$ cat src/rtl/imm_gen_pipe.sv
// imm_gen_pipe: pipelined RV32 immediate generator (I/S/B/U/J) with a
// 2-entry skid buffer on a valid/ready handshake.
// Optional feature macro: IMM_ILLEGAL_TRAP_EN (flags ImmSrc codes 5..7).
module imm_gen_pipe #(
    parameter int DATA_WIDTH = 32,
    parameter int TAG_W      = 5
) (
    input  logic                  clk,
    input  logic                  rst_n,
    input  logic                  flush,
    input  logic                  in_valid,
    output logic                  in_ready,
    input  logic [31:0]           in_instr,
    input  logic [2:0]            in_imm_src,
    input  logic [TAG_W-1:0]      in_tag,
    output logic                  out_valid,
    input  logic                  out_ready,
    output logic [DATA_WIDTH-1:0] out_imm,
    output logic [TAG_W-1:0]      out_tag,
    output logic                  out_illegal
);

    typedef enum logic [1:0] {EMPTY, ONE, TWO} buf_state_t;

    buf_state_t state, next_state;

    logic                  push, pop;
    logic                  load_head, head_from_skid, load_skid;
    logic [31:0]           imm32;
    logic [DATA_WIDTH-1:0] dec_imm;
    logic [DATA_WIDTH-1:0] head_imm, skid_imm;
    logic [TAG_W-1:0]      head_tag, skid_tag;
    logic                  unused_opcode;

    // The opcode field never contributes to any immediate format.
    assign unused_opcode = ^in_instr[6:0];

    assign push = in_valid & in_ready;
    assign pop  = out_valid & out_ready;

`ifdef IMM_ILLEGAL_TRAP_EN
    logic dec_ill, head_ill, skid_ill;
`endif

    // Decode the selected format into a 32-bit value whose sign lives in bit 31.
    always_comb begin
        imm32 = {{20{in_instr[31]}}, in_instr[31:20]};
`ifdef IMM_ILLEGAL_TRAP_EN
        dec_ill = 1'b0;
`endif
        case (in_imm_src)
            3'd0: imm32 = {{20{in_instr[31]}}, in_instr[31:20]};
            3'd1: imm32 = {{20{in_instr[31]}}, in_instr[31:25], in_instr[11:7]};
            3'd2: imm32 = {{19{in_instr[31]}}, in_instr[31], in_instr[7],
                           in_instr[30:25], in_instr[11:8], 1'b0};
            3'd3: imm32 = {in_instr[31:12], 12'b0};
            3'd4: imm32 = {{11{in_instr[31]}}, in_instr[31], in_instr[19:12],
                           in_instr[20], in_instr[30:21], 1'b0};
            default: begin
`ifdef IMM_ILLEGAL_TRAP_EN
                imm32   = 32'b0;
                dec_ill = 1'b1;
`else
                imm32 = {{20{in_instr[31]}}, in_instr[31:20]};
`endif
            end
        endcase
    end

    // Sign-extend the decoded value to the output width.
    assign dec_imm = DATA_WIDTH'($signed(imm32));

    // Buffer state register; flush empties the buffer regardless of handshakes.
    always_ff @(posedge clk or negedge rst_n) begin
        if (!rst_n)     state <= EMPTY;
        else if (flush) state <= EMPTY;
        else            state <= next_state;
    end

    // Next-state logic for the skid buffer occupancy.
    always_comb begin
        next_state = state;
        case (state)
            EMPTY:   if (push) next_state = ONE;
            ONE: begin
                if (push && !pop)      next_state = TWO;
                else if (pop && !push) next_state = EMPTY;
            end
            TWO:     if (pop) next_state = ONE;
            default: next_state = EMPTY;
        endcase
    end

    // Handshake outputs and data-register load strobes derived from state only.
    always_comb begin
        in_ready       = (state != TWO);
        out_valid      = (state != EMPTY);
        load_head      = 1'b0;
        head_from_skid = 1'b0;
        load_skid      = 1'b0;
        case (state)
            EMPTY: load_head = push;
            ONE: begin
                load_head = push & pop;
                load_skid = push & ~pop;
            end
            TWO: begin
                load_head      = pop;
                head_from_skid = 1'b1;
            end
            default: ;
        endcase
    end

    // Head and skid data registers; they change only on a push or a skid move.
    always_ff @(posedge clk or negedge rst_n) begin
        if (!rst_n) begin
            head_imm <= '0;
            head_tag <= '0;
            skid_imm <= '0;
            skid_tag <= '0;
        end else if (!flush) begin
            if (load_head) begin
                head_imm <= head_from_skid ? skid_imm : dec_imm;
                head_tag <= head_from_skid ? skid_tag : in_tag;
            end
            if (load_skid) begin
                skid_imm <= dec_imm;
                skid_tag <= in_tag;
            end
        end
    end

`ifdef IMM_ILLEGAL_TRAP_EN
    // Illegal flag travels alongside its entry through head and skid.
    always_ff @(posedge clk or negedge rst_n) begin
        if (!rst_n) begin
            head_ill <= 1'b0;
            skid_ill <= 1'b0;
        end else if (!flush) begin
            if (load_head) head_ill <= head_from_skid ? skid_ill : dec_ill;
            if (load_skid) skid_ill <= dec_ill;
        end
    end
    assign out_illegal = head_ill;
`else
    assign out_illegal = 1'b0;
`endif

    assign out_imm = head_imm;
    assign out_tag = head_tag;

endmodule

$ cat config.mk
export PLATFORM = sky130hd
export DESIGN_NAME = imm_gen_pipe
export DESIGN_NICKNAME = d
export VERILOG_FILES = /design/src/rtl/imm_gen_pipe.sv
export SDC_FILE = /design/constraint.sdc
export NUM_CORES = 1
export LEC_CHECK = 0
export CAP_MARGIN = 25
export CELL_PAD_IN_SITES_DETAIL_PLACEMENT = 0
export CELL_PAD_IN_SITES_GLOBAL_PLACEMENT = 1
export CORE_UTILIZATION = 42
export CTS_CLUSTER_DIAMETER = 150
export CTS_CLUSTER_SIZE = 16
export DETAILED_ROUTE_END_ITERATION = 7
export GPL_TIMING_DRIVEN = 0
export PLACE_DENSITY_LB_ADDON = 0.1
export SLEW_MARGIN = 30
export SYNTH_ARGS = -nofsm -noshare
export SYNTH_HDL_FRONTEND = slang
export SYNTH_SLANG_ARGS = --single-unit
$ cat constraint.sdc
create_clock -name clk -period 2.6 [get_ports clk]
set_input_delay 0.52 -clock clk [delete_from_list [all_inputs] [get_ports clk]]
set_output_delay 0.52 -clock clk [all_outputs]
set_load 0.02 [all_outputs]
== Word level (Yosys, flattened, before mapping) ==
Cells that the tools add are included.
Storage, ports and cells
  memories kept: 0
  register bits: 76
  RAM bits: 0
  input port bits: 45
  ROM bits: 0
  latch bits: 0
  word-level logic and storage cells: 42
Cells by class
  multiplexer cells: 12
  shifts and indexed selects: 0
  reduce and logical (&&, ||, !) cells: 9
  bitwise gates (word level): 6
  $mul: 0
  add/sub/neg operators: 0
  magnitude comparators: 0
  div/mod/pow operators: 0
  eq/ne operators: 10
Operators by type and width (count)
  31-bit case mux with 4 select lines: 1
  32-bit 2-to-1 mux: 1
  2-bit 2-to-1 mux: 5
  3-bit by 2-bit == test with 1-bit output, second input constant: 2
  3-bit inequality test, second input constant: 2
  2-bit case mux with 3 select lines: 1
  5-bit 2-to-1 mux: 1
  1-bit bitwise AND: 4
  4-bit inequality test, second input constant: 1
  2-bit AND reduction: 2
  3-bit by 1-bit == test with 1-bit output, second input constant: 1
  3-bit == test, second input constant: 1
  1-bit case mux with 3 select lines: 1
  3-bit AND reduction: 1
  2-bit by 1-bit == test with 1-bit output, second input constant: 1
  2-bit == test, second input constant: 1
  1-bit logical AND: 2
  1-bit logical NOT: 2
  2-bit logical NOT: 1
  1-bit 2-to-1 mux: 2
  2-bit inequality test, second input constant: 1
  1-bit NOT: 2
  2-bit nonzero test: 1

== Logic depth before layout (Yosys ltp) ==
  word-level depth: 8
  gate-level depth with buffers: 7

== Least setup slack after synthesis ==
No wires, ideal clock.
  path kind: input to register
  start: input port in_imm_src[2]
  end: register head_imm[26], in the netlist out_imm[26]
  path buffers: 3
  stages on the path: 7
  path slack: 0.936 ns
  required time: 2.475 ns
  library setup time: 0.125 ns
  arrival: 1.539 ns
  cell sequence: buf_6 -> nand3b_4 -> buf_6 -> buf_6 -> mux2i_1 -> a21oi_1 -> mux2_2
On the way
  longest elaborated chain between the ends: 3
  elaborated cells between the ends (all ways): 6
RTL lines
  from (decl): line 14  | input logic [2:0] in_imm_src,
  3-bit == test (tied with other cells): line 51  | case (in_imm_src)
  31-bit case mux with 4 select lines (*): line 51
  32-bit 2-to-1 mux (*): line 124  | head_imm <= head_from_skid ? skid_imm : dec_imm;
  to (signal assigned): line 124
  to (decl): line 31  | logic [DATA_WIDTH-1:0] head_imm, skid_imm;
Every way passes the cells marked *; elsewhere a longest branch is shown, timed or not.
A chain may end at the register's enable or synchronous reset.

== Worst setup path after layout ==
  start: register state[1]
  end: output port in_ready
On the way
  longest elaborated chain between the ends: 1
RTL lines
  from (decl): line 25  | buf_state_t state, next_state;
  from (signal assigned): line 77  | else state <= next_state;
  2-bit inequality test: line 96  | in_ready = (state != TWO);
  to (decl): line 12  | output logic in_ready,
Every way passes these cells.

==> impl_results.md <==
* Status: finished, violations left
* Failing checks: DRC
* Initial Utilization at 44.12%
* Post-CTS Setup Inserts at 0
* First-pass detailed-route iteration total at 8
* Max Fanout on Critical Path at 10
* First-pass GRT wire length at 16870 um
* IO Count at 85
* Final Setup Violations at 0
* Row count at 34
* DIE HEIGHT at 98.41 um
* FFs w/ async S/R, synth at 100.0%
* Multi-input gate area at 1769 um^2
* Final WS setup at 0.2225 ns
* CP arrival at 1.86 ns
* Clock buffer depth at 2
* Grt ovf at 0
* Pwr Density at 717.9 nW/um^2
* Via count at 3249
* Commonest non-fill, non-tap cell in the layout: nand2_1
* Mapped Area at 3904 um^2
* Initial antenna violation count at 0
* Mean Syn Cell Area at 9.984 um^2
* Layout fillers at 809
* Vias per inst at 5.516
* RSZ-0062 raised after global routing: false
* Vias in the first global route at 3307
* Slew HR at 51.48%
* Worst Hold Class: flip-flop to flip-flop
* Clk root buf: clkbuf_8
* DIE AREA at 9685 um^2
* Post-route setup TNS at 0 ns
* WS Path Type: flip-flop to output port
* Share of layout cells above drive strength 1 at 16.42%
* Post-Syn Nets at 436
* Final period util at 91.44%
* Clk sinks at 76
* Top_reg_cell synth: dfrtp_1
* Leakage at 2.258 nW
* GPL Wtd Cong at 0.8174
* Post-layout nets at 522
* Clock transition at the registers of the reported paths at 0.08 ns
* CTS tree: done
* Place WS at 0.2367 ns
* MaxCap Viol Count at 0
* Synthesized flop and latch total at 76
* Yosys cell types at 46
* Worst-case vdd ir drop at 0.3419 mV
* Total GRT Usage at 22.38%
* CP Launch Type: flip-flop
* Commonest cells after routing, fill and taps aside: nand2_1 (84), dfrtp_1 (76), clkdlybuf4s50_1 (71)
* IO buf count at 73
* Worst path required time at 2.08 ns
* Largest net degree at the start of global routing at 59
* Max Clock Skew at 0.01286 ns
* Setup crit end kind: output port
* Post-route DRC violation count at 2
* Yosys Warn Count at 0
* CTS Buf Count at 9
* Area grow syn2layout at 28.88%
* Highest Clock Rate at 420.6 MHz
* Actual slew at the worst max-slew pin at 0.7222 ns
* Core area at 8848 um^2
* Drt initial violations at 215
* Clock Latency Late Sink at 0.36 ns
* Routed WL at 9940 um
* H-tree depth at 3
* Crit path time final at 2.378 ns
* Sequential cell area at 1902 um^2
* Antenna viol nets, final at 0
* Diode count at 0
* Register area share after synthesis at 48.72%
* Final hold violations at 0
* EDFF count, synth at 0
* HPWL after detailed placement at 7023 um
* Mapped Cells at 391
* Max-slew violation count at 0
* Die W at 98.41 um
* Routed WL per cell at 16.88 um
==> synth_stat cells, types with 2 or more instances <==
master     number  share of area [%]
buf_4           9                1.7
a21oi_1        15                1.9
nor2_1         13                1.3
buf_6           6                1.7
nor2b_1         2               0.32
a21o_1          9                1.7
o21ai_0        40                5.1
a2111oi_2       2               0.77
buf_2          12                1.5
o22a_1          9                2.0
nor3_1          2               0.26
nor4_1          8                1.3
a32oi_1         4               0.90
mux2_2         25                7.2
nand2_1        84                8.1
inv_1           2               0.19
inv_2           2               0.19
dfrtp_1        76                 49
nand3_1        10                1.3
o21ai_1         3               0.38
mux2i_1        12                3.1
nand2b_1        4               0.64
clkbuf_1        5               0.48
mux2_1          2               0.58
a2111oi_0      14                3.1
==> cell families (layout without fill, tap and decap cells) <==
kind of cell / count (synthesis) / count (layout) / synth area share (%)
buffers and inverters: 37 / 127 / 5.961
XOR/XNOR: 2 / 2 / 0.4488
flip-flops: 76 / 76 / 48.72
multiplexers: 39 / 39 / 10.87
other: 1 / 1 / 0.09606
AND/OR/NAND/NOR: 131 / 131 / 15.42
AO/OA/AOI/OAI: 105 / 105 / 18.49
==> per-layer routing <==
layer | global-route usage (%) | vias to the layer above | routed length (um)
li1 | - | 1562 | -
met5 | 0 | - | 0
met4 | 7.922 | 0 | 152
met2 | 34.62 | 95 | 4502
met1 | 32.04 | 1579 | 4833
met3 | 3.546 | 13 | 452
==> stage by stage <==
stage	cells	hold slack [ns]	utilization (%)	cell area [um^2]	power (mW)
floorplan	391	0.2244	-	3904	2.153
global placement	572	0.4581	53.90	4770	2.584
detailed placement	573	0.3764	54.23	4798	2.614
CTS	589	0.4818	56.86	5031	3.647
global route	589	0.4966	56.86	5031	3.814
finish	589	0.4800	56.86	5031	3.612
==> cell type report <==
cell class	instances	share of cell area, %
buffer	33	4.327
clock buffer	11	3.009
clock inverter	4	1.442
inverter	4	0.2984
multi-input combinational	278	35.17
sequential	76	37.80
tap	108	2.686
timing repair buffer	75	15.27
==> registers in the layout, indices dropped and copies added, names as in the netlist <==
name      cells
skid_imm     32
skid_tag      5
state         2
out_imm      32
out_tag       5
==> where the power goes <==
part / switching (mW) / leakage (nW) / internal, mW
logic: 0.481 / 1.22 / 0.503
registers: 0.143 / 0.929 / 1.46
clock network: 0.440 / 0.111 / 0.586
==> path summary, 6_finish.rpt <==
| path | cells past startpoint | start | slack, ns | endpoint |
|---|---|---|---|---|
| min in group asynchronous | 2 | rst_n | 0.58 | skid_imm[14] |
| worst min register to register | 1 | skid_imm[19] | 0.48 | skid_imm[19] |
| max in group asynchronous | 3 | rst_n | 1.47 | skid_imm[23] |
| worst min-delay path | 1 | skid_imm[19] | 0.48 | skid_imm[19] |
| worst max-delay path | 5 | state[1] | 0.22 | in_ready |
| worst max register to register | 5 | state[1] | 0.83 | skid_imm[19] |
==> repair_timing <==
action,CTS,global route
setup endpoints to repair,1,0
hold buffers,1,0
endpoints found under the hold margin,8,0
gates resized for setup,1,0
==> critical path: stages (launching register included) <==
cell	delay [ns]
dfrtp_1	0.46
nor2b_1	0.18
buf_4	0.18
inv_2	0.08
buf_2	0.24
dlygate4sd2_1	0.36
(Power assumes the default switching activity.)
